[config.mk]
export PLATFORM = sky130hd
export DESIGN_NAME = store_write_buffer_flat
export DESIGN_NICKNAME = d
export VERILOG_FILES = /design/src/rtl/store_write_buffer_pkg.sv /design/src/rtl/store_write_buffer_if.sv /design/src/rtl/store_write_buffer_overlap_cmp.sv /design/src/rtl/store_write_buffer.sv /design/src/flat_wrapper.sv
export SDC_FILE = /design/constraint.sdc
export NUM_CORES = 1
export LEC_CHECK = 0
export ABC_AREA = 0
export BUFFER_PORTS_ARGS = -buffer_cell sky130_fd_sc_hd__buf_2
export CAP_MARGIN = 25
export CORE_UTILIZATION = 37
export CTS_BUF_LIST = sky130_fd_sc_hd__clkbuf_2 sky130_fd_sc_hd__clkbuf_4 sky130_fd_sc_hd__clkbuf_8
export DETAILED_ROUTE_END_ITERATION = 6
export HOLD_SLACK_MARGIN = 0.15
export MAX_ROUTING_LAYER = met4
export PLACE_DENSITY = 0.69
export SYNTH_ARGS = -nofsm -noshare
export SYNTH_HDL_FRONTEND = slang
export SYNTH_SLANG_ARGS = --single-unit
[constraint.sdc]
create_clock -name clk -period 4 [get_ports clk]
set_clock_uncertainty 0.2 [all_clocks]
set_input_delay 0.6 -clock clk [delete_from_list [all_inputs] [get_ports clk]]
set_output_delay 0.6 -clock clk [all_outputs]
set_load 0.01 [all_outputs]
[src/rtl/store_write_buffer_pkg.sv]
// store_write_buffer_pkg: shared widths, size encodings and entry layout for the store write buffer.
package store_write_buffer_pkg;
    localparam int DEPTH = 4;
    localparam int PTRW  = 2;
    localparam int AW    = 15;
    localparam int DW    = 32;
    localparam logic [1:0] SZ_1B = 2'b00;
    localparam logic [1:0] SZ_2B = 2'b01;
    localparam logic [1:0] SZ_3B = 2'b10;
    localparam logic [1:0] SZ_4B = 2'b11;
    typedef struct packed {
        logic [AW-1:0] addr;
        logic [DW-1:0] data;
        logic [1:0]    size;
        logic          cachable;
    } entry_t;
endpackage

[src/rtl/store_write_buffer_if.sv]
// store_write_buffer_if: write-back, D-cache, load-lookup and status signals of the store write buffer.
interface store_write_buffer_if;
    import store_write_buffer_pkg::*;
    logic          wr_v;
    logic [AW-1:0] wr_addr;
    logic [DW-1:0] wr_data;
    logic [1:0]    wr_size;
    logic          wr_cachable;
    logic          wb_stall;
    logic          full;
    logic          empty;
    logic [PTRW:0] count;
    logic          dc_req;
    logic [AW-1:0] dc_addr;
    logic [DW-1:0] dc_data;
    logic [1:0]    dc_size;
    logic          dc_cachable;
    logic          dc_ack;
    logic          ld_v;
    logic [AW-1:0] ld_addr;
    logic [1:0]    ld_size;
    logic          ld_conflict;
    logic          drain;
    logic          drained;
    modport master (
        output wr_v, wr_addr, wr_data, wr_size, wr_cachable, dc_ack, ld_v, ld_addr, ld_size, drain,
        input  wb_stall, full, empty, count, dc_req, dc_addr, dc_data, dc_size, dc_cachable,
               ld_conflict, drained
    );
    modport slave (
        input  wr_v, wr_addr, wr_data, wr_size, wr_cachable, dc_ack, ld_v, ld_addr, ld_size, drain,
        output wb_stall, full, empty, count, dc_req, dc_addr, dc_data, dc_size, dc_cachable,
               ld_conflict, drained
    );
endinterface

[src/rtl/store_write_buffer_overlap_cmp.sv]
// sb_overlap_cmp: byte-range overlap of one buffered store against a load lookup.
module sb_overlap_cmp
    import store_write_buffer_pkg::*;
(
    input  logic          valid_i,
    input  logic [AW-1:0] a_i,
    input  logic [1:0]    size_i,
    input  logic [AW-1:0] l_i,
    input  logic [1:0]    ld_size_i,
    output logic          hit_o
);
    // Range ends carry one extra bit so a range near the top of memory never wraps to 0.
    logic [AW:0] a_end, l_end;
    assign a_end = {1'b0, a_i} + {{(AW-1){1'b0}}, size_i};
    assign l_end = {1'b0, l_i} + {{(AW-1){1'b0}}, ld_size_i};
    assign hit_o = valid_i & ({1'b0, l_i} <= a_end) & ({1'b0, a_i} <= l_end);
endmodule

[src/rtl/store_write_buffer.sv]
// store_write_buffer: in-order posted store FIFO draining to the D-cache, with load-overlap detection.
module store_write_buffer
    import store_write_buffer_pkg::*;
(
    input logic                clk,
    input logic                rst,
    store_write_buffer_if.slave sb
);
    entry_t          ent_q [DEPTH];
    logic [DEPTH-1:0] valid_q, valid_d, hit;
    logic [PTRW-1:0] head_q, head_d, tail_q, tail_d;
    logic [PTRW:0]   count_q, count_d;
    logic            full, empty, enq, deq;
    assign full  = count_q == (PTRW+1)'(DEPTH);
    assign empty = count_q == '0;
    // Fullness comes from registered count, so a slot freed by dc_ack is reused only next cycle.
    assign enq   = sb.wr_v & ~full;
    assign deq   = sb.dc_ack & ~empty;
    always_comb begin
        valid_d = valid_q;
        if (deq) valid_d[head_q] = 1'b0;
        if (enq) valid_d[tail_q] = 1'b1;
        head_d  = deq ? head_q + 1'b1 : head_q;
        tail_d  = enq ? tail_q + 1'b1 : tail_q;
        count_d = count_q + (PTRW+1)'(enq) - (PTRW+1)'(deq);
    end
    always_ff @(posedge clk) begin
        if (rst) begin
            valid_q <= '0;
            head_q  <= '0;
            tail_q  <= '0;
            count_q <= '0;
        end else begin
            valid_q <= valid_d;
            head_q  <= head_d;
            tail_q  <= tail_d;
            count_q <= count_d;
        end
    end
    always_ff @(posedge clk) begin
        if (enq) ent_q[tail_q] <= '{addr: sb.wr_addr, data: sb.wr_data, size: sb.wr_size, cachable: sb.wr_cachable};
    end
    for (genvar i = 0; i < DEPTH; i++) begin : g_cmp
        sb_overlap_cmp u_cmp (
            .valid_i   (valid_q[i]),
            .a_i       (ent_q[i].addr),
            .size_i    (ent_q[i].size),
            .l_i       (sb.ld_addr),
            .ld_size_i (sb.ld_size),
            .hit_o     (hit[i])
        );
    end
    assign sb.full        = full;
    assign sb.empty       = empty;
    assign sb.count       = count_q;
    assign sb.wb_stall    = sb.wr_v & full;
    assign sb.dc_req      = ~empty;
    assign sb.dc_addr     = ent_q[head_q].addr;
    assign sb.dc_data     = ent_q[head_q].data;
    assign sb.dc_size     = ent_q[head_q].size;
    assign sb.dc_cachable = ent_q[head_q].cachable;
    assign sb.ld_conflict = sb.ld_v & |hit;
    assign sb.drained     = empty & ~sb.dc_req;
endmodule
[src/flat_wrapper.sv]
// flat-port wrapper written by rule: the top's interface ports become plain ports
module store_write_buffer_flat import store_write_buffer_pkg::*;
  (clk, rst, sb_wr_v, sb_wr_addr, sb_wr_data, sb_wr_size, sb_wr_cachable, sb_dc_ack, sb_ld_v, sb_ld_addr, sb_ld_size, sb_drain, sb_wb_stall, sb_full, sb_empty, sb_count, sb_dc_req, sb_dc_addr, sb_dc_data, sb_dc_size, sb_dc_cachable, sb_ld_conflict, sb_drained);
  store_write_buffer_if sb_i ();
  input logic clk;
  input logic rst;
  input wire logic [$bits(sb_i.wr_v)-1:0] sb_wr_v;
  input wire logic [$bits(sb_i.wr_addr)-1:0] sb_wr_addr;
  input wire logic [$bits(sb_i.wr_data)-1:0] sb_wr_data;
  input wire logic [$bits(sb_i.wr_size)-1:0] sb_wr_size;
  input wire logic [$bits(sb_i.wr_cachable)-1:0] sb_wr_cachable;
  input wire logic [$bits(sb_i.dc_ack)-1:0] sb_dc_ack;
  input wire logic [$bits(sb_i.ld_v)-1:0] sb_ld_v;
  input wire logic [$bits(sb_i.ld_addr)-1:0] sb_ld_addr;
  input wire logic [$bits(sb_i.ld_size)-1:0] sb_ld_size;
  input wire logic [$bits(sb_i.drain)-1:0] sb_drain;
  output wire logic [$bits(sb_i.wb_stall)-1:0] sb_wb_stall;
  output wire logic [$bits(sb_i.full)-1:0] sb_full;
  output wire logic [$bits(sb_i.empty)-1:0] sb_empty;
  output wire logic [$bits(sb_i.count)-1:0] sb_count;
  output wire logic [$bits(sb_i.dc_req)-1:0] sb_dc_req;
  output wire logic [$bits(sb_i.dc_addr)-1:0] sb_dc_addr;
  output wire logic [$bits(sb_i.dc_data)-1:0] sb_dc_data;
  output wire logic [$bits(sb_i.dc_size)-1:0] sb_dc_size;
  output wire logic [$bits(sb_i.dc_cachable)-1:0] sb_dc_cachable;
  output wire logic [$bits(sb_i.ld_conflict)-1:0] sb_ld_conflict;
  output wire logic [$bits(sb_i.drained)-1:0] sb_drained;
  assign sb_i.wr_v = sb_wr_v;
  assign sb_i.wr_addr = sb_wr_addr;
  assign sb_i.wr_data = sb_wr_data;
  assign sb_i.wr_size = sb_wr_size;
  assign sb_i.wr_cachable = sb_wr_cachable;
  assign sb_i.dc_ack = sb_dc_ack;
  assign sb_i.ld_v = sb_ld_v;
  assign sb_i.ld_addr = sb_ld_addr;
  assign sb_i.ld_size = sb_ld_size;
  assign sb_i.drain = sb_drain;
  assign sb_wb_stall = sb_i.wb_stall;
  assign sb_full = sb_i.full;
  assign sb_empty = sb_i.empty;
  assign sb_count = sb_i.count;
  assign sb_dc_req = sb_i.dc_req;
  assign sb_dc_addr = sb_i.dc_addr;
  assign sb_dc_data = sb_i.dc_data;
  assign sb_dc_size = sb_i.dc_size;
  assign sb_dc_cachable = sb_i.dc_cachable;
  assign sb_ld_conflict = sb_i.ld_conflict;
  assign sb_drained = sb_i.drained;
  store_write_buffer u_core (.clk(clk), .rst(rst), .sb(sb_i));
endmodule
## Yosys cells after proc, flatten, opt, wreduce, memory -nomap -nowiden

Memory sizes are Yosys's and may differ from the RTL's. A register that Yosys moved wholly into a read port is not among the register bits.
Index checks and enable logic that the tools add are counted.

| cells by class | value |
|---|---|
| $add $sub $neg | 9 |
| magnitude comparators | 12 |
| equal/unequal tests | 1 |
| mux-type cells | 10 |
| bitwise gates (word level) | 17 |
| reduce and logical (&&, ||, !) cells | 4 |

Operator list:

| kind | count |
|---|---|
| $le 15x16->1 | 8 |
| $add 15x2->16 | 5 |
| $and 1x1->1 | 12 |
| $mux 4 | 2 |
| $lt 2x3->1 const B | 2 |
| $add 2x1->2 const B | 2 |
| $and 4x4->4 | 1 |
| $demux 1 s2 | 2 |
| $ge 2x1->1 const B | 2 |
| $mux 1 | 4 |
| $mux 2 | 2 |
| $not 4->4 | 1 |
| $or 4x4->4 | 1 |
| $reduce_or 4->1 | 1 |
| $add 3x1->3 | 1 |
| $eq 3x3->1 const B | 1 |
| $logic_not 3->1 | 1 |
| $sub 3x1->3 | 1 |
| $logic_and 1x1->1 | 2 |
| $not 1->1 | 2 |

| storage, ports and cells | value |
|---|---|
| flip-flop bits (word level) | 11 |
| RAM bits | 200 |
| memories | 1 |

Memories:

| name | depth | width | rd ports | clocked after memory_dff | wr ports | line | source |
|---|---|---|---|---|---|---|---|
| u_core.ent_q | 4 | 50 | 5 | 1 | 1 | store_write_buffer.sv:9 | `entry_t ent_q [DEPTH];` |

## Longest topological paths before layout

Gate-level depths: netlist of run 1.

| logic depth | value |
|---|---|
| depth in word-level cells | 9 |
| gate-level depth with buffers | 15 |
| gate-level depth less buffers | 15 |

## Modules after synthesis

From an unflattened synthesis of run 1, not the netlist that was laid out.

| unflattened totals | value |
|---|---|
| cell total of the unflattened synthesis | 997 |
| area total of the unflattened synthesis | 12,867.3 sq um |

Modules (own cells, without submodules):

| module | instances | cells an instance | area an instance (sq um) | seq. area each (sq um) |
|---|---|---|---|---|
| store_write_buffer | 1 | 342 | 7,893.8 | 6,266.0 |
| sb_overlap_cmp at u_core.g_cmp[3].u_cmp | 1 | 167 | 1,258.7 | 0.0 |
| sb_overlap_cmp at u_core.g_cmp[1].u_cmp | 1 | 164 | 1,247.4 | 0.0 |
| sb_overlap_cmp at u_core.g_cmp[2].u_cmp | 1 | 162 | 1,237.4 | 0.0 |
| sb_overlap_cmp at u_core.g_cmp[0].u_cmp | 1 | 162 | 1,229.9 | 0.0 |

## Least setup slack after synthesis of run 1

No wires, ideal clock.

| timing path | value |
|---|---|
| path type | input -> output |
| from | input sb_ld_size[0] |
| to | output sb_ld_conflict |
| arrival | 3,508 ps |
| setup slack | -308 ps |
| stages on the path | 13 |
| path through | ha_1 inv_1 fa_1 nor4_1 nand3_1 xor2_1 ha_1 nand3_1 or3_1 a21oi_1 or4_1 a32oi_1 o41a_1 |

| on the way | value |
|---|---|
| cells in the longest elaborated chain, start to end | 5 |

Ends and longest elaborated chain:

| element | line | source |
|---|---|---|
| start, declared | flat_wrapper.sv:15 | `input wire logic [$bits(sb_i.ld_size)-1:0] sb_ld_size;` |
| $add 15x2->16 (*) | store_write_buffer_overlap_cmp.sv:15 | `assign l_end = {1'b0, l_i} + {{(AW-1){1'b0}}, ld_size_i};` |
| $le 15x16->1 | store_write_buffer_overlap_cmp.sv:16 | `assign hit_o = valid_i & ({1'b0, l_i} <= a_end) & ({1'b0, a_i} <= l_end);` |
| $and 1x1->1 | store_write_buffer_overlap_cmp.sv:16 |  |
| $reduce_or 4->1 (*) | store_write_buffer.sv:62 | `assign sb.ld_conflict = sb.ld_v & \|hit;` |
| $and 1x1->1 (*) | store_write_buffer.sv:62 |  |
| end, declared | flat_wrapper.sv:26 | `output wire logic [$bits(sb_i.ld_conflict)-1:0] sb_ld_conflict;` |

Mark *: on every way between the ends. The rest lies on a longest branch, timed or not.

==> results of run 1 <==
layout make-up:
| type | instances | area share |
|---|---|---|
| multi-input cells | 598 | 0.3645 |
| inverters | 33 | 0.007995 |
| clock buffers | 44 | 0.03505 |
| repair buffers | 320 | 0.1454 |
| clock inverters | 16 | 0.009852 |
| flip-flops and latches | 213 | 0.4047 |
| well taps | 402 | 0.03246 |
worst max-delay path: cells and delay by family, from the launching register on:
| family | cells | cell delay (ns) |
|---|---|---|
| XOR/XNOR | 1 | 0.17 |
| buffers and inverters | 3 | 0.33 |
| AND/OR/NAND/NOR | 7 | 1.19 |
| AO/OA/AOI/OAI | 2 | 0.37 |
| adder cells (fa/ha/maj) | 3 | 0.92 |
| flip-flops | 1 | 0.37 |
registers in the layout, indices dropped and copies added (netlist names), named ones only:
name,flops
u_core.ent_q,200
u_core.head_q,2
u_core.sb.count,3
u_core.tail_q,2
u_core.valid_q,4
routing by layer:
layer  global-route usage  vias to the layer above  wire (um)
met1               0.2513                     4262      13770
met4              0.06678                        0        817
met5                    -                        -          0
li1                     -                     4051          -
met2               0.3355                      261      15350
met3              0.03670                       54       1988
logic make-up after synthesis:
family,after synthesis,share of synthesized area
AO/OA/AOI/OAI,107,0.05528
XOR/XNOR,69,0.05067
adder cells (fa/ha/maj),146,0.1569
buffers and inverters,49,0.01626
flip-flops,213,0.5253
multiplexers,51,0.09525
AND/OR/NAND/NOR,225,0.1003
what timing repair did:
action	CTS	global route
setup buffers	9	2
setup endpoints to repair	1	1
resized for setup	29	10
hold buffers	50	0
hold endpoints to repair	200	0
pin swaps	20	12
path summary, 6_finish.rpt:
path / from / endpoint / slack (ns) / cells after the start
worst max-delay path: u_core.ent_q[0][35]$_DFFE_PP_ / sb_ld_conflict / -0.68 / 16
worst max register to register: u_core.sb.count[0]$_SDFF_PP0_ / u_core.sb.count[2]$_SDFF_PP0_ / 1.35 / 10
worst min register to register: u_core.tail_q[1]$_SDFFE_PP0P_ / u_core.tail_q[1]$_SDFFE_PP0P_ / 0.36 / 2
worst min-delay path: rst / u_core.sb.count[1]$_SDFF_PP0_ / 0.21 / 2
placed cells by master (no fill, tap or decap), drive strengths merged, types with 5 or more instances in the layout:
cell	instances
buf	270
edfxtp	200
ha	140
mux4	50
dlygate4sd3	50
a21oi	48
nand2	45
xor2	45
clkbuf	44
nand4	40
nand3	40
nor2	38
inv	34
xnor2	24
a21o	17
o21ai	14
dfxtp	13
and2	12
nor2b	11
clkinv	11
o211ai	9
and3	6
nand3b	6
fa	6
nor4	5
metrics by stage:
stage / utilization / instances / total power, mW / hold WS (ns) / setup TNS (ns)
after floorplan: - / 860 / 4.217 / 0.2722 / 0
after global placement: 0.4452 / 1506 / 5.078 / 0.3371 / -0.4441
after detailed placement: 0.4452 / 1506 / 5.115 / 0.3499 / -0.4856
after CTS: 0.4880 / 1624 / 7.096 / 0.1787 / -0.6613
after global routing: 0.4897 / 1626 / 7.424 / 0.2060 / -0.8907
final: 0.4897 / 1626 / 7.045 / 0.2080 / -0.6824
where the power goes:
| group | internal (mW) | switching, mW | leakage, nW | total [mW] |
|---|---|---|---|---|
| combinational | 1.07 | 1.13 | 3.73 | 2.20 |
| sequential | 2.73 | 0.211 | 1.94 | 2.94 |
| clock | 1.09 | 0.823 | 0.364 | 1.91 |
| total | 4.88 | 2.16 | 6.03 | 7.05 |
==> metrics.md, run 1 <==
| Metric | Value |
|---|---|
| Status | `complete, but fails checks` |
| Violated checks | `setup timing` |
| ANT nets after route | `0` |
| Register Area | `6271 um2` |
| Post-route cell area | `15,490 um2` |
| Startpoint Class | `flip-flop` |
| Crit-path cells | `ha_2 > inv_2 > fa_2 > nor3b_2 > buf_4 > nand2_4 > nor2_4 > nand4_1 > xor2_1 > ha_1 > nand2_1 > nand3b_1 > or4_4 > a22oi_2 > o41a_1 > buf_2` |
| Area contributors post-synth | `edfxtp_1, ha_1, mux4_2` |
| Largest net degree at the start of global routing | `52` |
| Power Density | `454.7 nW/um2` |
| Fill count | `2,725` |
| Initial Utilization | `0.3770` |
| Via-per-instance ratio | `5.306` |
| Top-area cell type share of the netlist area | `0.5035` |
| Vias | `8,628` |
| Clk_lat worst skew | `0.51 ns` |
| Initial antenna violation count | `0` |
| CTS Buf Count | `34` |
| 1st-iter DRT viols | `536` |
| Seq/Total Area, Yosys | `0.5253` |
| Clock Tree Buf Depth | `3` |
| Placed cell area | `14,080 um2` |
| RD Place Congestion | `0.9307` |
| Total gr overflow | `0` |
| Die Height | `181.5 um` |
| Area growth from synthesis to layout | `29.90%` |
| Slew headroom | `0.4803` |
| Chip Width | `181.5 um` |
| CTS tree | `done` |
| Most frequent cell after synthesis | `edfxtp_1` |
| Crit path kind | `reg2out` |
| # DRC | `0` |
| Maximum vdd drop | `0.4926 mV` |
| Synth Flop Type | `edfxtp_1` |
| Setup ws final | `-0.6824 ns` |
| Crit end category | `primary output` |
| Achievable Freq | `0.2136 GHz` |
| Vias in the first global route | `9,161` |
| Final hold violation count | `0` |
| Final #Nets | `1,419` |
| Post-synth EDFFs | `200` |
| Worst-path maximum fanout | `3` |
| CTS Sinks | `213` |
| Number of diodes | `0` |
| Area of the multi-input gates | `5648 um2` |
| Yosys top cell by area | `edfxtp_1` |
| Slew @ Worst Pin | `0.7796 ns` |
| Final setup viols | `1` |
| Syn. warnings | `0` |
| Row count | `65` |
| CORE AREA | `31,640 um2` |
| Crit path largest cell delay | `0.54 ns` |
| Slowest stage cell, crit path | `or4_4` |
| Most frequent cells after synthesis | `edfxtp_1, ha_1, mux4_2` |
| WL final | `31.92 mm` |
| DP Worst Slack | `-0.4856 ns` |
| DIE AREA | `32,960 um2` |
| Root buf cell | `clkbuf_8` |
| Port Buffer Count | `130` |
| Max-capacitance violation count | `0` |
| Clk pin slew, worst setup/hold paths | `0.07 ns` |
| Syn_area_per_cell | `13.87 um2` |
| GR Util All Layers | `0.2029` |
| Tcrit/Tclk final | `1.171` |
| First-pass GRT wire length | `49.35 mm` |
| Yosys reg bits | `213` |
| Final min period | `4.682 ns` |
| Io pins | `132` |
| Crit path required time | `3.20 ns` |
| LEAKAGE | `6.029 nW` |
| Final max-slew violation count | `0` |
| Cells after Synth | `860` |
| Synth Net Count | `1,079` |
| Synth unique cells | `49` |
| Worst Path Arrival | `3.88 ns` |
| Fraction of final layout cells with drive strength greater than 1 | `0.3440` |
| 1st-pass router iterations | `5` |
| Post-Syn Area | `11,930 um2` |
| RSZ-0062 raised after global routing | `true` |
| Post-DR wirelength/cell | `19.63 um` |
| DP Wirelength | `23.76 mm` |
| HP Class | `in2reg` |
| Asr flop ratio synth | `0` |
| H-tree levels | `2` |
No activity file was read; power rests on OpenSTA's default activity.
==> run 2, diff against run 1 <==
CORE_UTILIZATION = 50   (was 37)
PLACE_DENSITY = 0.84   (was 0.69)
==> run 2 against run 1 <==
The flow still finishes with violations (setup timing). Largest cell class unchanged. Sequential share of layout area increased by 0.53 points. Critical endpoint unchanged. Critical path type unchanged. Critical path depth fell by 1. Power down 2.5%. Final area decreased by 1.3%. Hold slack got worse by 0.015 ns. Wire length grew 1.2%. Setup slack got worse by 0.034 ns. Non-clock buffer count fell by 10. Final cell count decreased by 6.1%. Die area is 26% lower. Clock-buffer cell count down 1. Maximum frequency down 0.72%.
==> metrics.md, run 2 (synthesis gave the netlist of run 1 again) <==
| Metric | Value |
|---|---|
| Vias in the first global route | `9,171 (+0.11%)` |
| Most frequent CP cell | `nand4_1` |
| Most common cell after layout, fill and taps aside | `edfxtp_1` |
| Root buf cell | `clkbuf_8` |
| Power Density | `449.2 nW/um2 (-1.2%)` |
| 1st-iter DRT viols | `567 (+5.8%)` |
| Max-capacitance violation count | `0 (unchanged)` |
| Startpoint Class | `flip-flop` |
| ANT nets after route | `0 (unchanged)` |
| HP Class | `in2reg` |
| Status | `complete, but fails checks` |
| Final #Nets | `1,405 (-0.99%)` |
| Vias | `8,790 (+1.9%)` |
| Achievable Freq | `0.2120 GHz (-0.72%)` |
| DIE AREA | `24,480 um2 (-26%)` |
| 1st-pass router iterations | `5 (unchanged)` |
| Fill count | `1,685 (-38%)` |
| Crit path required time | `3.20 ns (about the same)` |
| Biggest register | `u_core.ent_q` |
| Clk pin slew, worst setup/hold paths | `0.07 ns (about the same)` |
| Crit path largest cell delay | `0.52 ns (-0.02 ns)` |
| Final TNS setup | `-0.7162 ns (-0.03379 ns)` |
| Final hold violation count | `0 (unchanged)` |
| CTS Sinks | `213 (unchanged)` |
| Row count | `56 (-14%)` |
| Largest net degree at the start of global routing | `31 (-40%)` |
| Total power | `6.870 mW (-2.5%)` |
| Crit end category | `primary output` |
| Slowest stage cell, crit path | `or4_4` |
| Crit. path cell count | `15 (-1)` |
| Worst Path Arrival | `3.92 ns (+0.04 ns)` |
| GR Util All Layers | `0.2777 (+0.07476)` |
| CORE AREA | `23,400 um2 (-26%)` |
| Final min period | `4.716 ns (+0.03379 ns)` |
| Placed cell area | `13,930 um2 (-1.1%)` |
| H-tree levels | `1 (-1)` |
| Via-per-instance ratio | `5.756 (+8.5%)` |
| Post-DR wirelength/cell | `21.16 um (+7.8%)` |
| Io pins | `132 (unchanged)` |
| LEAKAGE | `5.948 nW (-1.3%)` |
| Register Area | `6271 um2 (unchanged)` |
| RSZ-0062 raised after global routing | `true` |
| Maximum vdd drop | `0.4617 mV (-6.3%)` |
| Total gr overflow | `0 (unchanged)` |
| Initial Utilization | `0.5097 (+0.1327)` |
| Initial antenna violation count | `0 (unchanged)` |
| Setup ws final | `-0.7162 ns (-0.03379 ns)` |
| WL final | `32.32 mm (+1.2%)` |
| Area of the multi-input gates | `5693 um2 (+0.80%)` |
| Max FFs per register | `200 (unchanged)` |
| Slew @ Worst Pin | `0.6877 ns (-0.09188 ns)` |
| Clk_lat worst skew | `0.54 ns (+0.03 ns)` |
| First-pass GRT wire length | `48.87 mm (-0.98%)` |
| Placed Cells | `1,415 (-6.0%)` |
| Final setup viols | `1 (unchanged)` |
| Port Buffer Count | `130 (unchanged)` |
| Violated checks | `setup timing` |
| Crit-path cells | `ha_2 > inv_2 > fa_2 > nor3b_2 > buf_4 > and2_4 > nand4_1 > xor2_1 > ha_1 > nand4_1 > a211oi_2 > or4_4 > a22oi_2 > o41a_1 > buf_2` |
| Fraction of final layout cells with drive strength greater than 1 | `0.3427 (-0.001239)` |
| Tcrit/Tclk final | `1.179 (+0.008448)` |
| Final core occ | `0.6534 (+0.1637)` |
| Slew headroom | `0.5415 (+0.06125)` |
| Most frequent cells in the layout | `edfxtp_1, ha_1, buf_2, buf_4` |
| Hold_ws | `0.1931 ns (-0.01484 ns)` |
| DP Worst Slack | `-0.4847 ns (+0.0009250 ns)` |
| Non-Filler Instances | `1,527 (-6.1%)` |
| Number of diodes | `0 (unchanged)` |
| Area growth from synthesis to layout | `28.21%` |
| Clock Tree Buf Depth | `3 (unchanged)` |
| DP Wirelength | `23.66 mm (-0.45%)` |
| Chip Width | `156.5 um (-14%)` |
| Final max-slew violation count | `0 (unchanged)` |
| Cell family with most CP delay | `simple AND/OR/NAND/NOR gates` |
| Crit path kind | `reg2out` |
| Sum of buffers and inverters on the critical path | `3 (unchanged)` |
| R2R depth | `10 (unchanged)` |
| CTS Buf Count | `30 (-12%)` |
| RD Place Congestion | `0.9762 (+4.9%)` |
| CTS tree | `done` |
| Die Height | `156.5 um (-14%)` |
| WHS Path Cells | `2 (unchanged)` |
| # DRC | `0 (unchanged)` |
| Post-route cell area | `15,290 um2 (-1.3%)` |
| Worst-path maximum fanout | `3 (unchanged)` |
==> run 2: cell type report <==
cell class	instances	share of cell area
Sequential cell	213	0.4101
Multi-Input combinational cell	598	0.3723
Timing Repair Buffer	310	0.1432
Clock buffer	43	0.03461
Tap cell	319	0.02610
Inverter	33	0.008100
Clock inverter	11	0.005646
==> run 2: timing repair <==
item / in CTS / in global routing
buffers inserted: 3 / 6
pin swaps: 17 / 21
hold buffers: 50 / 0
resized for setup: 27 / 20
endpoints found under the setup margin: 1 / 1
cloned: 0 / 0
endpoints found under the hold margin: 200 / 0
==> run 2: final timing paths <==
path / from / endpoint / slack [ns]
hold reg to reg: u_core.tail_q[1]$_SDFFE_PP0P_ / u_core.tail_q[1]$_SDFFE_PP0P_ / 0.37
setup reg to reg: u_core.sb.count[0]$_SDFF_PP0_ / u_core.sb.count[2]$_SDFF_PP0_ / 1.38
hold / removal: rst / u_core.sb.count[1]$_SDFF_PP0_ / 0.19
setup / recovery: u_core.ent_q[0][35]$_DFFE_PP_ / sb_ld_conflict / -0.72
==> run 2: report_power, final <==
group          internal [mW]  switching [mW]  leakage (nW)
Sequential              2.73           0.227          1.94
Clock                  0.919           0.766         0.330
Combinational           1.08            1.15          3.68
Total                   4.72            2.15          5.95
==> run 2: per-layer routing <==
| metal | up-vias | track usage | part of all wire |
|---|---|---|---|
| met5 | - | - | 0 |
| met4 | 0 | 0.1032 | 0.032 |
| met2 | 365 | 0.4785 | 0.51 |
| met3 | 68 | 0.03822 | 0.074 |
| li1 | 4030 | - | - |
| met1 | 4327 | 0.3325 | 0.38 |
==> run 3, diff against run 2 <==
ABC_AREA = 1   (was 0)
CORE_MARGIN = 8   (was unset)
==> run 3 against run 2 <==
The run still ends with setup timing left. Synthesized area rose by 5.1%. Clock-buffer cell count is 4 lower. Synthesized cell count up 48%. Via count rose by 19%. Sequential cell count unchanged. Sequential power is 3% lower. Sequential share of layout area shrank 0.74 points. Hold slack got worse by 0.0015 ns. First-iteration DRC count is 41% higher. Die area up 24%. Critical path type unchanged. Largest power group unchanged.
==> metrics.md, run 3 <==
| Metric | Value |
|---|---|
| Most common cell after layout, fill and taps aside | `nand2_1` |
| Syn. warnings | `0 (unchanged)` |
| Die Height | `174.4 um (+11%)` |
| XOR/XNOR Fraction of Synth Area | `0.03982 (-0.01085)` |
| Port Buffer Count | `130 (unchanged)` |
| Worst-path maximum fanout | `3 (unchanged)` |
| # DRC | `0 (unchanged)` |
| Crit path required time | `3.20 ns (about the same)` |
| First-pass GRT wire length | `54.17 mm (+11%)` |
| Largest net degree at the start of global routing | `93 (+200%)` |
| Cells after Synth | `1,277 (+48%)` |
| Largest family of logic cells by synthesized area | `simple AND/OR/NAND/NOR gates` |
| Final min period | `4.698 ns (-0.01868 ns)` |
| Yosys top cell by area | `edfxtp_1` |
| Crit end category | `primary output` |
| RD Place Congestion | `0.9558 (-2.1%)` |
| Post-DR wirelength/cell | `18.34 um (-13%)` |
| Final core occ | `0.6252 (-0.02823)` |
| RSZ-0062 raised after global routing | `true` |
| Total gr overflow | `0 (unchanged)` |
| Post-Synth Simple-Gate Area | `0.1561 (+0.05579)` |
| Synth unique cells | `39 (-20%)` |
| Post-Syn Area | `12,540 um2 (+5.1%)` |
| Synth Flop Type | `edfxtp_1` |
| Chip Width | `174.4 um (+11%)` |
| Power Density | `463.3 nW/um2 (+3.1%)` |
| Crit-path cells | `ha_2 > inv_2 > fa_2 > nor3_4 > nand3_2 > nor3_4 > nand3_2 > nor2_2 > xor2_1 > inv_1 > ha_4 > nand3_4 > nor3_2 > buf_4 > nand3_2 > o21a_1 > nand2_2 > nand3_2 > nand2_2 > nor2_4 > nor2_1 > buf_2` |
| GR Util All Layers | `0.2291 (-0.04858)` |
| Placed Cells | `1,785 (+26%)` |
| Most frequent cell after synthesis | `nand2_1` |
| Sum of buffers and inverters on the critical path | `4 (+1)` |
| Syn_area_per_cell | `9.819 um2 (-29%)` |
| Achievable Freq | `0.2129 GHz (+0.40%)` |
| WL final | `35.00 mm (+8.3%)` |
| Final setup viols | `1 (unchanged)` |
| CTS tree | `done` |
| Asr flop ratio synth | `0 (unchanged)` |
| Post-synth EDFFs | `200 (unchanged)` |
| Slew headroom | `0.3642 (-0.1773)` |
| Via-per-instance ratio | `5.500 (-4.5%)` |
| Most frequent cells after synthesis | `nand2_1, edfxtp_1, nor2_1` |
| DIE AREA | `30,400 um2 (+24%)` |
| Vias | `10,490 (+19%)` |
| HP Class | `in2reg` |
| Clk pin slew, worst setup/hold paths | `0.07 ns (about the same)` |
| Status | `complete, but fails checks` |
| LEAKAGE | `6.767 nW (+14%)` |
| CTS Buf Count | `34 (+13%)` |
| Setup ws final | `-0.6975 ns (+0.01868 ns)` |
| Synth Area in Compound Gates | `0.1062 (+0.05090)` |
| Max FFs per register | `200 (unchanged)` |
| Max-capacitance violation count | `0 (unchanged)` |
| Crit path kind | `reg2out` |
| Fraction of final layout cells with drive strength greater than 1 | `0.2208 (-0.1219)` |
| Row count | `58 (+3.6%)` |
| Clock Tree Buf Depth | `3 (unchanged)` |
| Tcrit/Tclk final | `1.174 (-0.004671)` |
| CORE AREA | `24,890 um2 (+6.4%)` |
| DP Worst Slack | `-0.5469 ns (-0.06217 ns)` |
| Most frequent cells in the layout | `nand2_1, edfxtp_1, nor2_1, ha_1, buf_2` |
| Slowest stage cell, crit path | `edfxtp_1` |
| ANT nets after route | `0 (unchanged)` |
| Most frequent CP cell | `nand3_2` |
| 1st-pass router iterations | `5 (unchanged)` |
| DP Wirelength | `24.57 mm (+3.9%)` |
| Root buf cell | `clkbuf_8` |
| Area growth from synthesis to layout | `24.12%` |
| Mux cell area share after synthesis | `0 (-0.09525)` |
| Biggest register | `u_core.ent_q` |
| Worst Path Arrival | `3.90 ns (-0.02 ns)` |
| Synth Net Count | `1,496 (+39%)` |
| H-tree levels | `2 (+1)` |
| Crit path largest cell delay | `0.39 ns (-0.13 ns)` |
| Startpoint Class | `flip-flop` |
| Yosys reg bits | `213 (unchanged)` |
| Io pins | `132 (unchanged)` |
| Non-Filler Instances | `1,908 (+25%)` |
| CTS Sinks | `213 (unchanged)` |
| Maximum vdd drop | `0.4716 mV (+2.2%)` |
| Initial Utilization | `0.5037 (-0.005957)` |
| Final hold violation count | `0 (unchanged)` |
| Cell family with most CP delay | `simple AND/OR/NAND/NOR gates` |
| Vias in the first global route | `10,480 (+14%)` |
| Final max-slew violation count | `0 (unchanged)` |
| Initial antenna violation count | `1 (+1)` |
| Final #Nets | `1,773 (+26%)` |
| Slew @ Worst Pin | `0.9537 ns (+0.2660 ns)` |
| Hold_ws | `0.1917 ns (-0.001475 ns)` |
| Synthesized-area fraction occupied by adder cells | `0.1493 (-0.007642)` |
| Clk_lat worst skew | `0.52 ns (-0.02 ns)` |
| Area contributors post-synth | `edfxtp_1, ha_1, nand2_1` |
| Top-area cell type share of the netlist area | `0.4790 (-0.02452)` |
| Violated checks | `setup timing` |
| 1st-iter DRT viols | `798 (+41%)` |
| Seq/Total Area, Yosys | `0.4998 (-0.02558)` |
run 3: stage by stage:
| stage | setup TNS, ns | instance area [um2] | total power, mW |
|---|---|---|---|
| floorplan | 0 | 12540 | 4.297 |
| global placement | -0.5265 | 14140 | 5.196 |
| detailed placement | -0.5469 | 14140 | 5.292 |
| CTS | -0.6607 | 15410 | 7.179 |
| global route | -0.8959 | 15560 | 7.615 |
| finish | -0.6975 | 15560 | 7.210 |
run 3: path summary, 6_finish.rpt:
| kind | from | to | slack [ns] | cells past startpoint |
|---|---|---|---|---|
| max | u_core.ent_q[2][35]$_DFFE_PP_ | sb_ld_conflict | -0.70 | 22 |
| min | rst | u_core.sb.count[1]$_SDFF_PP0_ | 0.19 | 2 |
| max reg2reg | u_core.sb.count[1]$_SDFF_PP0_ | u_core.ent_q[2][34]$_DFFE_PP_ | 1.57 | 7 |
| min reg2reg | u_core.valid_q[0]$_SDFF_PP0_ | u_core.valid_q[0]$_SDFF_PP0_ | 0.30 | 2 |
run 3: kinds of logic (layout without fill, tap and decap cells):
family,after synthesis,after routing
simple gates,456,456
compound gates,244,244
other cells,0,2
xor+xnor,57,57
buf+inv,161,460
fa+ha+maj,146,146
flops,213,213
run 3: cell type report:
cell class              count  area, um2
clock buffers              39      511.7
clock inverters            19      151.4
flip-flops and latches    213       6267
fillers                  1980       9329
repair buffers            274       1919
well taps                 330      412.9
diodes                      2      5.005
multi-input cells         903       5814
inverters                 128      480.5
run 3: report_power, final:
part / internal [mW] / switching, mW / leakage (nW)
logic: 0.902 / 1.58 / 4.48
clock network: 0.993 / 0.872 / 0.347
registers: 2.71 / 0.152 / 1.94
total: 4.61 / 2.60 / 6.77
run 3: timing repair:
action	in CTS	in global routing
setup buffers	10	3
gates resized for setup	10	28
setup endpoints to repair	1	1
hold endpoints to repair	200	0
hold buffers	50	0
pin swaps	9	27
run 3: layer usage:
| metal | GRT usage | part of all wire |
|---|---|---|
| met3 | 0.03862 | 0.083 |
| met5 | - | 0 |
| met4 | 0.07873 | 0.025 |
| met1 | 0.2758 | 0.40 |
| met2 | 0.3849 | 0.49 |
